==> src/rtl/spawn_pkg.sv <==
`default_nettype none
// ============================================================================
//  Module      : spawn_pkg
//  Description : Shared types, constants and the round-robin pick helper for
//                the spawn scheduler (LFSR geometry, lane index type).
//  Revision    : 1.0 - initial release
// ============================================================================
package spawn_pkg;

  // Random source geometry: 10-bit XNOR LFSR, feedback from bits 9 and 6.
  localparam int LFSR_W = 10;
  localparam int TAP_HI = 9;
  localparam int TAP_LO = 6;

  // Lane indices are sized for the largest supported lane count so the
  // index type can live in the package, independent of any one instance.
  localparam int MAX_LANES  = 8;
  localparam int LANE_IDX_W = $clog2(MAX_LANES);

  typedef logic [LANE_IDX_W-1:0] lane_idx_t;

  typedef struct packed {
    logic      found;
    lane_idx_t idx;
  } rr_pick_t;

  // First set bit of req, searching upward from ptr and wrapping modulo n.
  function automatic rr_pick_t rr_pick(input logic [MAX_LANES-1:0] req,
                                       input lane_idx_t            ptr,
                                       input int                   n);
    rr_pick_t r;
    int       j;
    r.found = 1'b0;
    r.idx   = '0;
    for (int i = 0; i < MAX_LANES; i++) begin
      j = (int'(ptr) + i) % n;
      if ((i < n) && !r.found && req[lane_idx_t'(j)]) begin
        r.found = 1'b1;
        r.idx   = lane_idx_t'(j);
      end
    end
    return r;
  endfunction

endpackage
`default_nettype wire

==> src/rtl/spawn_lfsr.sv <==
`default_nettype none
// ============================================================================
//  Module      : spawn_lfsr
//  Description : 10-bit XNOR LFSR. Resets to all-zero, which is a legal state
//                for XNOR feedback; the all-ones lock-up state is unreachable.
//  Ports       : clk   - clock
//                reset - synchronous active-high reset
//                clear - synchronous clear (same effect as reset)
//                step  - advance one state this cycle
//                q     - current LFSR value
//  Revision    : 1.0 - initial release
// ============================================================================
module spawn_lfsr
  import spawn_pkg::*;
(
  input  logic              clk,
  input  logic              reset,
  input  logic              clear,
  input  logic              step,
  output logic [LFSR_W-1:0] q
);

  logic [LFSR_W-1:0] r_q;

  always_ff @(posedge clk) begin
    if (reset || clear) begin
      r_q <= '0;
    end else if (step) begin
      r_q <= {r_q[LFSR_W-2:0], ~(r_q[TAP_HI] ^ r_q[TAP_LO])};
    end
  end

  assign q = r_q;

endmodule
`default_nettype wire

==> src/rtl/spawn_scheduler.sv <==
`default_nettype none
// ============================================================================
//  Module      : spawn_scheduler
//  Description : Round-robin arbiter sharing one LFSR between obstacle lanes.
//                Each grant returns the LFSR value (pre-step) and a spawn flag
//                (rand_val < THRESH), one cycle after arbitration.
//  Ports       : clk      - clock
//                reset    - synchronous active-high reset
//                res      - game restart, same clearing effect as reset
//                en       - scheduling enable; 0 freezes grants and LFSR
//                req      - level request per lane
//                gnt      - one-hot grant pulse
//                rand_val - random word for the granted lane
//                spawn    - spawn decision for the granted lane
//  Options     : SPAWN_HOLDOFF_EN - per-lane cooldown of HOLDOFF_CYC cycles
//                after a grant that spawned
//  Revision    : 1.0 - initial release
// ============================================================================
module spawn_scheduler
  import spawn_pkg::*;
#(
  parameter int NUM_LANES   = 4,
  parameter int THRESH      = 256,
  parameter int HOLDOFF_CYC = 16
) (
  input  logic                 clk,
  input  logic                 reset,
  input  logic                 res,
  input  logic                 en,
  input  logic [NUM_LANES-1:0] req,
  output logic [NUM_LANES-1:0] gnt,
  output logic [LFSR_W-1:0]    rand_val,
  output logic                 spawn
);

  // One extra bit so THRESH = 2**LFSR_W (always spawn) is representable.
  localparam logic [LFSR_W:0] c_thresh = THRESH[LFSR_W:0];

  logic [NUM_LANES-1:0] r_gnt;
  logic [LFSR_W-1:0]    r_rand;
  logic                 r_spawn;
  lane_idx_t            r_ptr;

  logic [NUM_LANES-1:0] w_cool_mask;
  logic [NUM_LANES-1:0] w_elig;
  logic [MAX_LANES-1:0] w_elig_ext;
  rr_pick_t             w_pick;
  logic [LFSR_W-1:0]    w_lfsr_q;
  logic                 w_spawn_now;

  // Masking with the current grant pulse stops a lane whose req has not yet
  // dropped from being granted twice in a row.
  assign w_elig      = en ? (req & ~r_gnt & ~w_cool_mask) : '0;
  assign w_elig_ext  = MAX_LANES'(w_elig);
  assign w_pick      = rr_pick(w_elig_ext, r_ptr, NUM_LANES);
  assign w_spawn_now = ({1'b0, w_lfsr_q} < c_thresh);

  // The LFSR advances only on a grant, so each lane draw consumes one state.
  spawn_lfsr u_lfsr (
    .clk   (clk),
    .reset (reset),
    .clear (res),
    .step  (w_pick.found),
    .q     (w_lfsr_q)
  );

  always_ff @(posedge clk) begin
    if (reset || res) begin
      r_gnt   <= '0;
      r_rand  <= '0;
      r_spawn <= 1'b0;
      r_ptr   <= '0;
    end else begin
      r_gnt <= '0;
      if (w_pick.found) begin
        r_gnt   <= NUM_LANES'(1) << w_pick.idx;
        r_rand  <= w_lfsr_q;
        r_spawn <= w_spawn_now;
        r_ptr   <= (int'(w_pick.idx) == NUM_LANES - 1) ? '0 : w_pick.idx + 1'b1;
      end
    end
  end

`ifdef SPAWN_HOLDOFF_EN
  localparam int c_cnt_w = $clog2(HOLDOFF_CYC + 1);

  for (genvar g = 0; g < NUM_LANES; g++) begin : g_cool
    logic [c_cnt_w-1:0] r_cnt;

    // A fresh spawn on this lane reloads the counter even if it was running.
    always_ff @(posedge clk) begin
      if (reset || res) begin
        r_cnt <= '0;
      end else if (w_pick.found && w_spawn_now && (w_pick.idx == lane_idx_t'(g))) begin
        r_cnt <= c_cnt_w'(HOLDOFF_CYC);
      end else if (en && (r_cnt != '0)) begin
        r_cnt <= r_cnt - 1'b1;
      end
    end

    assign w_cool_mask[g] = (r_cnt != '0);
  end
`else
  logic w_unused_holdoff;
  assign w_unused_holdoff = (HOLDOFF_CYC != 0);
  assign w_cool_mask      = '0;
`endif

  assign gnt      = r_gnt;
  assign rand_val = r_rand;
  assign spawn    = r_spawn;

endmodule
`default_nettype wire
==> config.mk <==
export PLATFORM = sky130hd
export DESIGN_NAME = spawn_scheduler
export DESIGN_NICKNAME = d
export VERILOG_FILES = /design/src/rtl/spawn_pkg.sv /design/src/rtl/spawn_lfsr.sv /design/src/rtl/spawn_scheduler.sv
export SDC_FILE = /design/constraint.sdc
export NUM_CORES = 1
export LEC_CHECK = 0
export ABC_AREA = 1
export CAP_MARGIN = 20
export CELL_PAD_IN_SITES_DETAIL_PLACEMENT = 1
export CELL_PAD_IN_SITES_GLOBAL_PLACEMENT = 1
export CORE_MARGIN = 2
export CORE_UTILIZATION = 36
export CTS_CLUSTER_DIAMETER = 120
export CTS_CLUSTER_SIZE = 8
export DETAILED_ROUTE_END_ITERATION = 7
export GPL_ROUTABILITY_DRIVEN = 0
export MAX_ROUTING_LAYER = met4
export PLACE_DENSITY = 0.88
export SYNTH_ARGS = -nofsm -noshare
export SYNTH_HDL_FRONTEND = slang
export SYNTH_SLANG_ARGS = --single-unit
==> constraint.sdc <==
create_clock -name clk -period 1.5 [get_ports clk]
set_input_delay 0.15 -clock clk [delete_from_list [all_inputs] [get_ports clk]]
set_output_delay 0.15 -clock clk [all_outputs]
set_load 0.02 [all_outputs]
==> results.ini <==
[clock_tree]
cts_root_buf = clkbuf_4
path_clk_slew_ns = 0.11
cts_buffer_depth = 2
cts_tree = built
clock_latency_ns = 0.30
cts_buffers = 3
clock_sinks = 18
htree_levels = 1

[setup_path]
slowest_stage = dfxtp_4
critPathKind = register to register
critPathBufInv = 2
required_ns = 1.70
crit_family = simple AND/OR/NAND/NOR gates
reg2reg_setup_slack_ns = -0.21
path_cells = buf_6 -> nand4_1 -> nand3_2 -> nand2_4 -> buf_4 -> nand4_4 -> nand2_2 -> nor3_1
max_stage_delay_ns = 0.38
crit_start = r_ptr[0]
worst_setup_path_end_kind = register
cp_max_fo = 8
start_kind = register
crit_arrival_ns = 1.91
r2r_start = r_ptr[0]

[logic_synthesis]
synthCells = 158
synth-main-ff-cell = dfxtp_1
yosysMostFrequentCell = nand2_1
synth.avg_cell_area_sq_um = 7.135
synth_top_area_share_pct = 31.96
synth-edff-count = 0
synth.area.top_cells = dfxtp_1 (32%), nand2_1 (10%), nor2_1 (9.3%)
ys_ff_latch = 18
syn-num-nets = 166
seq_area_frac_synth_pct = 31.96
ys_async_sr_fraction_pct = 0
synthTopCellsByCount = nand2_1 (31), nor2_1 (28), dfxtp_1 (18), nand3_1 (14), nand2_2 (11)
synth_top_area_cell = dfxtp_1
synth_area_sq_um = 1127
ys_warn_count = 0
synth_cell_type_count = 26

[sta]
min_period_over_period_pct = 114.1
setup_slack_ns = -0.2108
timing.final.hold_violations = 0
setup-violations-final = 18
holdWs_ns = 0.4858
slew_headroom_pct = 80.55
rsz0062_at_grt = yes
period_minus_slack_ns = 1.711
fmax_mhz = 584.5
drv_slew = 0
worstMarginPinSlew_ns = 0.2909
final.setup_skew_ns = 0.009128

[finish]
final_nets = 196
synthToLayoutAreaGrowth_pct = 46.50
drive_above_1_share_pct = 40.11
antenna_cells = 0

[die]
start_util_pct = 37.23
coreArea_sq_um = 3028
rows = 20
ios = 23
die_w_um = 59.96
die_area_sq_um = 3595
die_h_um = 59.96

[power_and_ir_drop]
leakage_nw = 0.7572
max-vdd-ir-drop_v = 0.0008620
powerDensity_nw_per_um2 = 1868

[drt]
ant_nets = 0
wl_per_cell_um = 16.66
viasPerCell = 5.160
first_iter_violations = 33
drt_wl_total_um = 3849
drc = 0
vias = 1192
first_pass_iters = 4

[placement]
portBuffers = 22
dp_hpwl_um = 2276
place_ws_ns = -0.3407

[run_status]
status = finished with violations
failed_checks = setup timing

[global_route]
use_met3_pct = 1.299
first_global_vias = 1125
antenna_found_initial = 0
track_usage_pct = 19.02
grt_max_degree = 13
gr-total-overflow = 0
grt-busiest-layer = met2
grt_pass1_wl_um = 5009
grtUsageMet2_pct = 34.94
grtUsageMet1_pct = 21.83

[min_path]
hold_path.class = register to register
min_from = rand_val[9]

[job]
drv_cap = 0

[worst min-delay path, cell delays in order, from the launching register on]
cell	delay [ns]
dfxtp_1	0.33
nand2_1	0.06
a21oi_1	0.05
[flip-flops by register name, summed over array words and instances, names as in the netlist]
signal and cells:
u_lfsr.q 9, gnt 4, r_ptr 2, rand_val 2, spawn 1
[cell type report]
| type | instances | area (sq um) |
|---|---|---|
| fillers | 380 | 1376 |
| multi-input cells | 117 | 765.7 |
| flip-flops and latches | 18 | 366.6 |
| repair buffers | 37 | 362.8 |
| inverters | 10 | 60.06 |
| well taps | 44 | 55.05 |
| clock buffers | 4 | 36.28 |
| repair inverters | 1 | 5.005 |
[routing by layer]
| metal | up-vias | wire (um) |
|---|---|---|
| met5 | - | 0 |
| met2 | 21 | 2225 |
| met4 | 0 | 119 |
| li1 | 567 | - |
| met3 | 10 | 67 |
| met1 | 594 | 1436 |
[worst paths after layout]
check,depth (start not counted),to
worst max-delay path,8,gnt[3]
worst min register to register,2,rand_val[9]
worst min-delay path,2,rand_val[9]
worst max register to register,8,gnt[3]
[layout by cell type, fill, tap and decap left out, drive strengths merged]
cell	count
nor2	30
clkinv	3
nand3	16
xnor2	1
nand4	8
dlymetal6s2s	6
clkbuf	4
inv	8
o21ai	10
a21oi	5
clkdlybuf4s50	15
dfxtp	18
nor3	3
buf	15
dlygate4sd2	1
nand2	44
[kinds of logic (layout without fill, tap and decap cells)]
family	count (synthesis)	after routing	synth area share (%)
AO/OA/AOI/OAI	15	15	7.325
buffers and inverters	25	52	16.09
AND/OR/NAND/NOR	99	101	43.84
XOR/XNOR	1	1	0.7771
flip-flops	18	18	31.96
[power breakdown]
part | leakage (nW) | internal (W) | switching (W)
sequential | 0.148 | 0.000602 | 0.000133
combinational | 0.588 | 0.000778 | 0.00126
clock | 0.0210 | 0.000148 | 0.000159
[through the flow]
stage	utilization, %	cells	cell area, sq um	total power, W	TNS (ns)
finish	54.55	231	1652	0.003085	-1.083
floorplan	-	158	1127	0.001837	0
global route	54.55	231	1652	0.003273	-2.514
CTS	47.15	224	1428	0.002607	-0.2506
detailed placement	44.21	218	1339	0.002146	-5.626
global placement	44.21	218	1339	0.002075	-4.094
[timing repair]
item	4_1_cts	5_1_grt
setup buffers	1	4
resized for setup	16	48
hold buffers	0	0
endpoints found under the setup margin	18	24
pin swaps	7	13
cloned	1	3
Power figures use the tool's default switching activity.
